===== config.mk =====
export PLATFORM = sky130hd
export DESIGN_NAME = recognizer_seq_ctrl
export DESIGN_NICKNAME = d
export VERILOG_FILES = /design/src/rtl/recognizer_seq_ctrl_pkg.sv /design/src/rtl/recognizer_seq_ctrl_piso_shift.sv /design/src/rtl/recognizer_seq_ctrl.sv
export SDC_FILE = /design/constraint.sdc
export NUM_CORES = 1
export LEC_CHECK = 0
export ABC_CLOCK_PERIOD_IN_PS = 1300
export BUFFER_PORTS_ARGS = -buffer_cell sky130_fd_sc_hd__buf_2
export CORE_MARGIN = 2
export CORE_UTILIZATION = 50
export CTS_BUF_LIST = sky130_fd_sc_hd__clkbuf_8
export DETAILED_ROUTE_END_ITERATION = 10
export PLACE_DENSITY = 0.77
export SYNTH_ARGS = -nofsm -noshare
export SYNTH_HDL_FRONTEND = slang
export SYNTH_SLANG_ARGS = --single-unit

===== constraint.sdc =====
create_clock -name clk -period 1.3 [get_ports clk]
set_input_delay 0.065 -clock clk [delete_from_list [all_inputs] [get_ports clk]]
set_output_delay 0.065 -clock clk [all_outputs]
set_load 0.02 [all_outputs]

===== src/rtl/recognizer_seq_ctrl_pkg.sv =====
// Shared definitions for the recognizer sequencer.
//   - state_e : FSM encoding (IDLE, SHIFT, DRAIN, DONE)
//   - WIDTH_DEF / CW_DEF : default word width and match-count width
package recognizer_seq_ctrl_pkg;

    typedef enum logic [1:0] {
        ST_IDLE  = 2'd0,
        ST_SHIFT = 2'd1,
        ST_DRAIN = 2'd2,
        ST_DONE  = 2'd3
    } state_e;

    localparam int WIDTH_DEF = 16;
    localparam int CW_DEF    = 5;

endpackage


===== src/rtl/recognizer_seq_ctrl_piso_shift.sv =====
// Parallel-in / serial-out shift register with an MSB tap.
// Ports:
//   clk_i   : clock, rising edge
//   rst_ni  : asynchronous active-low reset (clears the register)
//   load_i  : capture data_i (has priority over shift_i)
//   shift_i : shift left by one, zero fill
//   data_i  : parallel word
//   msb_o   : current MSB (next bit to present serially)
module recognizer_seq_ctrl_piso_shift #(
    parameter int WIDTH = 16
) (
    input  logic             clk_i,
    input  logic             rst_ni,
    input  logic             load_i,
    input  logic             shift_i,
    input  logic [WIDTH-1:0] data_i,
    output logic             msb_o
);

    logic [WIDTH-1:0] shreg_q;
    logic [WIDTH-1:0] shreg_d;

    always_comb begin
        shreg_d = shreg_q;
        if (load_i) begin
            shreg_d = data_i;
        end else if (shift_i) begin
            shreg_d = {shreg_q[WIDTH-2:0], 1'b0};
        end
    end

    always_ff @(posedge clk_i or negedge rst_ni) begin
        if (!rst_ni) begin
            shreg_q <= '0;
        end else begin
            shreg_q <= shreg_d;
        end
    end

    assign msb_o = shreg_q[WIDTH-1];

endmodule


===== src/rtl/recognizer_seq_ctrl.sv =====
// Sequencer for a serial sequence recognizer. A word captured on start is
// shifted MSB-first onto x_out, one bit per clock; z_in is sampled and the
// hits are recorded per data bit (match_map) and counted (match_count).
// The recognizer is held in reset (rec_reset) whenever no run is active.
//
// Handshake: start is only looked at in IDLE; an accepted start captures
// data on that edge. busy is high from the following cycle until done, which
// pulses for exactly one cycle. There is no queuing: start while busy is
// dropped. Results hold until the next accepted start.
//
// Ports:
//   clk, reset (async, active low)
//   start, data         : run request and word to shift
//   z_in / x_out        : recognizer output / input
//   rec_reset           : active-high reset to the recognizer
//   busy, done          : run status, one-cycle completion pulse
//   match_count, match_map : results of the last run
//   state_dbg           : current FSM state (debug visibility)
module recognizer_seq_ctrl
    import recognizer_seq_ctrl_pkg::*;
#(
    parameter int WIDTH   = WIDTH_DEF,
    parameter int CW      = CW_DEF,
    parameter int Z_DELAY = 0
) (
    input  logic             clk,
    input  logic             reset,
    input  logic             start,
    input  logic [WIDTH-1:0] data,
    input  logic             z_in,
    output logic             x_out,
    output logic             rec_reset,
    output logic             busy,
    output logic             done,
    output logic [CW-1:0]    match_count,
    output logic [WIDTH-1:0] match_map,
    output logic [1:0]       state_dbg
);

    // One counter spans SHIFT and DRAIN: it is the index of the z sample
    // taken on each edge of the run.
    localparam int IW = $clog2(WIDTH + Z_DELAY + 1);
    localparam logic [IW-1:0] LAST_SHIFT = IW'(WIDTH - 1);
    localparam logic [IW-1:0] LAST_RUN   = IW'(WIDTH + Z_DELAY - 1);
    localparam logic [IW-1:0] MAP_TOP    = IW'(WIDTH - 1 + Z_DELAY);
    localparam logic [CW-1:0] CNT_MAX    = CW'(WIDTH);

    state_e           state_q, state_d;
    logic [IW-1:0]    bitcnt_q, bitcnt_d;
    logic [CW-1:0]    count_q, count_d;
    logic [WIDTH-1:0] map_q, map_d;

    logic             accept;
    logic             sampling;
    logic             credit_ok;
    logic             shift_msb;
    logic [IW-1:0]    map_pos;
    logic [WIDTH-1:0] credit_mask;

    assign accept   = (state_q == ST_IDLE) && start;
    assign sampling = (state_q == ST_SHIFT) || (state_q == ST_DRAIN);

    // Sample s credits data bit WIDTH-1-(s-Z_DELAY); the first Z_DELAY
    // samples belong to no data bit and are dropped.
    assign map_pos     = MAP_TOP - bitcnt_q;
    assign credit_mask = {{(WIDTH-1){1'b0}}, 1'b1} << map_pos;

    if (Z_DELAY == 0) begin : g_no_discard
        assign credit_ok = 1'b1;
    end else begin : g_discard
        localparam logic [IW-1:0] ZD = IW'(Z_DELAY);
        assign credit_ok = (bitcnt_q >= ZD);
    end

    recognizer_seq_ctrl_piso_shift #(
        .WIDTH (WIDTH)
    ) u_shreg (
        .clk_i   (clk),
        .rst_ni  (reset),
        .load_i  (accept),
        .shift_i (state_q == ST_SHIFT),
        .data_i  (data),
        .msb_o   (shift_msb)
    );

    // State register
    always_ff @(posedge clk or negedge reset) begin
        if (!reset) begin
            state_q <= ST_IDLE;
        end else begin
            state_q <= state_d;
        end
    end

    // Next-state logic
    always_comb begin
        state_d = state_q;
        case (state_q)
            ST_IDLE:  if (start) state_d = ST_SHIFT;
            ST_SHIFT: if (bitcnt_q == LAST_SHIFT)
                          state_d = (Z_DELAY > 0) ? ST_DRAIN : ST_DONE;
            ST_DRAIN: if (bitcnt_q == LAST_RUN) state_d = ST_DONE;
            ST_DONE:  state_d = ST_IDLE;
            default:  state_d = ST_IDLE;
        endcase
    end

    // Outputs
    always_comb begin
        x_out     = (state_q == ST_SHIFT) && shift_msb;
        rec_reset = (state_q == ST_IDLE) || (state_q == ST_DONE);
        busy      = (state_q != ST_IDLE);
        done      = (state_q == ST_DONE);
    end

    // Run counter and result accumulation
    always_comb begin
        bitcnt_d = bitcnt_q;
        count_d  = count_q;
        map_d    = map_q;
        if (accept) begin
            bitcnt_d = '0;
            count_d  = '0;
            map_d    = '0;
        end else if (sampling) begin
            bitcnt_d = bitcnt_q + 1'b1;
            if (credit_ok && z_in) begin
                map_d = map_q | credit_mask;
                if (count_q < CNT_MAX) count_d = count_q + 1'b1;
            end
        end else if (state_q == ST_DONE) begin
            bitcnt_d = '0;
        end
    end

    always_ff @(posedge clk or negedge reset) begin
        if (!reset) begin
            bitcnt_q <= '0;
            count_q  <= '0;
            map_q    <= '0;
        end else begin
            bitcnt_q <= bitcnt_d;
            count_q  <= count_d;
            map_q    <= map_d;
        end
    end

    assign match_count = count_q;
    assign match_map   = map_q;
    assign state_dbg   = state_q;

endmodule


==> results of run 1 <==
-- cells in the final DEF, fill, tap and decap left out, drive strengths merged, types with 2 or more instances in the layout --
cell type     n
buf          70
dfrtp        44
nor2         24
o21ai        20
a21oi        19
nand2        18
mux2i        16
dlygate4sd3  15
ha           11
inv           9
clkbuf        7
a31oi         4
nand3         3
and4b         3
and2          3
nor2b         3
nand2b        2
o31a          2
nor3b         2
nor3          2
xor2          2
-- registers in the layout, summed over array words and instances (netlist names) --
| name | cells |
|---|---|
| bitcnt_q | 5 |
| state_dbg | 2 |
| match_count | 5 |
| match_map | 16 |
| u_shreg.shreg_q | 16 |
-- layer usage --
metal	vias to the layer above	GRT usage (%)	routed length (µm)
li1	876	-	-
met1	875	27.8	2280
met2	47	37.7	2700
met3	6	4.97	217
met4	0	5.23	55
met5	-	0	0
-- what timing repair did --
action	CTS	global route
hold buffers	15	0
cloned	0	2
pin swaps	9	33
endpoints found under the setup margin	26	47
gates resized for setup	24	52
endpoints found under the hold margin	31	0
buffers inserted	8	2
-- per-stage QoR --
step                      hold WS (ns)  util [%]  cell area (µm²)
after floorplan                 -0.231         -             2180
after global placement          0.0293      62.6             2520
after detailed placement        0.0263      62.6             2520
after CTS                      0.00500      72.1             2910
after global routing            0.0174      77.5             3120
final                          0.00169      77.5             3120
-- report_power, final --
part / internal (mW) / switching [mW] / total, mW
clock network: 0.563 / 0.463 / 1.03
logic: 1.64 / 1.80 / 3.43
registers: 1.92 / 0.474 / 2.40
total: 4.12 / 2.73 / 6.86
-- area by class of cell --
cell class | count | area (µm²) | share of cell area [%]
multi-input combinational | 144 | 1100 | 35.3
inverter | 8 | 32.5 | 1.04
clock inverter | 3 | 38.8 | 1.24
sequential | 44 | 1110 | 35.4
tap | 50 | 62.6 | 2.00
timing repair buffer | 87 | 712 | 22.8
clock buffer | 5 | 68.8 | 2.20
-- final timing paths --
kind,end,slack [ns],cells after the start
max in group asynchronous,bitcnt_q[3],0.54,3
max reg2reg,match_count[3],-0.15,6
min in group asynchronous,state_dbg[0],0.26,2
min,u_shreg.shreg_q[12],0.002,3
min reg2reg,match_map[14],0.51,2
max,match_count[3],-0.15,6
-- critical path: cells and delay by family, from the launching register on --
family / cells / cell delay, ns
flops: 1 / 0.38
compound gates: 1 / 0.12
fa+ha+maj: 1 / 0.31
buf+inv: 2 / 0.18
simple gates: 2 / 0.39
-- cells by family after synthesis --
family | count (synthesis)
compound gates | 48
flops | 44
simple gates | 67
buf+inv | 21
fa+ha+maj | 11
mux | 16
xor+xnor | 2
==> summary.txt, run 1 <==
First-pass GRT wire length = 8510 µm
Antenna Nets Post-Route = 0
Final slew viol count = 0
Drt total wl = 5250 µm
Total power = 6.86 mW
IO Port Bufs = 46
Most common library cells after synthesis = 44 x dfrtp_1, 24 x nor2_1, 20 x o21ai_0, 19 x a21oi_1, 18 x nand2_1
I/O Pins = 47
Mux share of post-synthesis cell area = 7.57%
DRT iter0 DRCs = 87
PwrDens = 2200 nW/µm²
Setup WS pre-CTS = -0.0698 ns
CP max-delay cell = dfrtp_2
Period utilization = 112%
Sequential share of the synthesized area = 52.0%
Peak supply drop = 1.34 mV
Top cells by area, synth = dfrtp_1 52%, mux2i_1 7.6%, ha_1 6.5%
Synth Area in Adders = 6.50%
Hold Violations, Final = 0
Final Non-Filler Cells = 341
Crit-path max FO = 7
FMAX = 0.689 GHz
Top-count cell post-synth = dfrtp_1
Asr flop ratio synth = 100%
Via density = 5.29
Average wire per standard cell = 15.4 µm
Post-route setup slack = -0.151 ns
GRT Total Usage = 21.8%
Worst-Skew Late Latency = 0.30 ns
Detailed-route via count = 1804
Number of flops mapped to enable cells by yosys = 0
Setup_tns = -2.50 ns
Worst path required time = 1.53 ns
Min-delay worst type = in -> reg
Rows = 23
Worst slew pin tran = 0.438 ns
Worst EP arrival = 1.68 ns
Die area = 4770 µm²
Relative max-transition margin = 70.8%
Mapped Nets = 240
RSZ-0062 raised after global routing = yes
Reg clk slew, reported paths = 0.09 ns
Congestion Overflow GR = 0
CP cell instances = inv_2 -> ha_4 -> buf_4 -> nand3b_4 -> or3_1 -> a21oi_1
Avg Inst Size Synth = 10.1 µm²
Die Y = 69.1 µm
Largest net degree at the start of global routing = 43
Clock Tree Root = clkbuf_8
Vias in the first global route = 1877
Initial antenna violation count = 0
Core box area = 4030 µm²
Clk buf depth = 2
Area leader, netlist = dfrtp_1
Failing checks = negative setup slack
Cells after Synth = 209
CP Capture Type = flip-flop
Ys flop type = dfrtp_1
Filler cells = 261
Post-synthesis xor/xnor area fraction = 0.827%
Clock skew = 0.0118 ns
Simple logic cell fraction of the synthesized area = 16.2%
Synth unique cells = 31
Leakage power = 1.52 nW
Area of the mapped netlist = 2120 µm²
Nets = 321
Hpwl dp = 3070 µm
Startpoint types = flip-flop
Synthesized flop and latch total = 44
Critical path type = reg -> reg
Clock Sinks = 44
Crit. Startpoint = state_dbg[0]
YS warnings = 0
Fin crit period = 1.45 ns
CTS H-Tree Depth = 2
CTS tree = yes
Diodes inserted = 0
Worst min-delay path startpoint = data[12]
Compound-gate portion of the synthesized area = 12.5%
Initial core utilization = 52.5%
Status = complete, but fails checks
CP max stage delay = 0.38 ns
Max cap viols = 0
Worst reg2reg path startpoint = state_dbg[0]
Inst Count DP = 307
Layout cells sized above 1 = 43.6%
Main combinational cell family by area after synthesis = simple AND/OR/NAND/NOR gates
DRC violations left = 0
Total CTS buffers = 5
DIE WIDTH = 69.1 µm
Final setup fails = 34
Synth-to-Final Area Change = 47.5%
Top cell type's share of synthesized area = 52.0%
DR pass1 iterations = 4
RePlAce Congestion = 0.871
Power figures use the tool's default switching activity.
==> run 2: changes to the inputs <==
--- a/config.mk
+++ b/config.mk
@@ -7,11 +7,13 @@
 export LEC_CHECK = 0
 export ABC_CLOCK_PERIOD_IN_PS = 1300
 export BUFFER_PORTS_ARGS = -buffer_cell sky130_fd_sc_hd__buf_2
+export CELL_PAD_IN_SITES_DETAIL_PLACEMENT = 1
+export CELL_PAD_IN_SITES_GLOBAL_PLACEMENT = 1
 export CORE_MARGIN = 2
-export CORE_UTILIZATION = 50
+export CORE_UTILIZATION = 38
 export CTS_BUF_LIST = sky130_fd_sc_hd__clkbuf_8
 export DETAILED_ROUTE_END_ITERATION = 10
-export PLACE_DENSITY = 0.77
+export PLACE_DENSITY_LB_ADDON = 0.1
 export SYNTH_ARGS = -nofsm -noshare
 export SYNTH_HDL_FRONTEND = slang
 export SYNTH_SLANG_ARGS = --single-unit
==> run 2 against run 1 <==
Net effect: via count fell by 0.28%; critical path type unchanged; non-clock buffer count is 2 lower; clock power barely moved; sequential share of layout area increased by 0.62 points; the flow still finishes with violations (negative setup slack); largest cell class unchanged; die area increased by 30%; first-iteration DRC count shrank 56%; clock-buffer cell count did not move.
==> summary.txt, run 2 (synthesis results as in run 1) <==
Period utilization = 110%
Layout cells sized above 1 = 38.4%
Status = complete, but fails checks
RePlAce Congestion = 0.747
P_sw = 2.59 mW
Critical path type = reg -> reg
Largest net degree at the start of global routing = 45
CTS H-Tree Depth = 2
Worst path required time = 1.49 ns
Final setup fails = 29
Max cap viols = 0
Hold Violations, Final = 0
FMAX = 0.699 GHz
Failing checks = negative setup slack
Average wire per standard cell = 14.7 µm
Hpwl dp = 3440 µm
Worst-Skew Late Latency = 0.30 ns
Via density = 4.98
Nets = 319
DRC violations left = 0
Clock power frac = 15.6%
DIE WIDTH = 78.6 µm
PwrDens = 2140 nW/µm²
DRT iter0 DRCs = 38
Post-route setup slack = -0.131 ns
Clock Sinks = 44
Detailed-route via count = 1799
Dpl cell area = 2580 µm²
Congestion Overflow GR = 0
Leakage power = 1.52 nW
Startpoint types = flip-flop
Most common cell after layout, fill and taps aside = buf_2
Crit-path max FO = 8
Clock skew = 0.00583 ns
DR pass1 iterations = 4
Internal = 3.98 mW
Synth-to-Final Area Change = 44.8%
Core box area = 5440 µm²
RSZ-0062 raised after global routing = yes
CP Capture Type = flip-flop
Reg power frac = 35.6%
First-pass GRT wire length = 8710 µm
GRT Total Usage = 17.8%
Final Core Density = 56.4%
Clk buf depth = 2
Min-delay worst type = in -> reg
Reg clk slew, reported paths = 0.08 ns
IO Port Bufs = 46
Die area = 6180 µm²
Relative max-transition margin = 79.2%
Initial core utilization = 38.9%
Post-route cell area = 3070 µm²
Clock Tree Root = clkbuf_8
Antenna Nets Post-Route = 0
Commonest non-fill, non-tap cells in the layout = 43 x buf_2, 41 x dfrtp_1, 24 x nor2_1
I/O Pins = 47
Worst slew pin tran = 0.311 ns
Final slew viol count = 0
Fin Hold WS = 0.152 ns
Sw Ratio = 39.4%
Initial antenna violation count = 0
Diodes inserted = 0
Rows = 27
Vias in the first global route = 1917
Combinational share of power = 48.9%
Peak supply drop = 1.05 mV
Fin crit period = 1.43 ns
Worst EP arrival = 1.62 ns
Total CTS buffers = 5
Drt total wl = 5320 µm
Die Y = 78.6 µm
CTS tree = yes
-- run 2: what timing repair did --
| item | CTS | global route |
|---|---|---|
| setup buffers | 2 | 3 |
| hold endpoints to repair | 60 | 0 |
| pin swaps | 2 | 17 |
| endpoints found under the setup margin | 31 | 47 |
| gates resized for setup | 11 | 43 |
| cloned | 0 | 1 |
| hold buffers | 17 | 0 |
-- run 2: worst max-delay path, stage by stage (launching register included) --
cell     delay (ns)
dfrtp_2        0.43
inv_4          0.08
ha_4           0.23
buf_6          0.15
and3b_2        0.20
a31oi_1        0.17
nor2_1         0.05
-- run 2: power by group through the flow --
stage | sequential (mW) | clock (mW) | combinational [mW]
6_report | 2.34 | 1.02 | 3.21
5_1_grt | 2.43 | 1.11 | 3.54
2_1_floorplan | 2.64 | 0 | 1.47
4_1_cts | 2.32 | 1.06 | 2.91
3_5_place_dp | 2.33 | 0 | 2.77
3_3_place_gp | 2.33 | 0 | 2.70
-- run 2: final cells by class --
cell class              count  area (µm²)
clock buffers               5        68.8
clock inverters             3        38.8
multi-input cells         144        1070
fillers                   607        2370
repair buffers             85         663
flip-flops and latches     44        1100
inverters                   8        32.5
well taps                  72        90.1
-- run 2: layer usage --
metal,global-route usage (%),share of wire [%],vias up
met5,0,0,-
met1,20.5,43,888
li1,-,-,875
met2,32.8,53,30
met4,5.26,1.0,0
met3,3.79,3.2,6
-- run 2: final timing paths --
kind / depth (start not counted) / to / slack, ns / startpoint
worst max-delay path: 6 / match_map[0] / -0.13 / state_dbg[1]
worst min-delay path: 3 / state_dbg[1] / 0.15 / start
worst max register to register: 6 / match_map[0] / -0.13 / state_dbg[1]
worst min register to register: 2 / match_map[8] / 0.50 / match_map[8]
max in group asynchronous: 3 / state_dbg[0] / 0.79 / reset
min in group asynchronous: 3 / u_shreg.shreg_q[1] / 0.27 / reset
-- run 2: stage by stage --
step / setup TNS, ns / setup WS (ns) / total power, mW / instances
2_1_floorplan: -2.30 / -0.113 / 4.11 / 209
3_3_place_gp: -0.144 / -0.0411 / 5.03 / 331
3_5_place_dp: -0.874 / -0.0796 / 5.10 / 331
4_1_cts: -3.22 / -0.134 / 6.29 / 358
5_1_grt: -3.28 / -0.181 / 7.08 / 361
6_report: -1.69 / -0.131 / 6.57 / 361
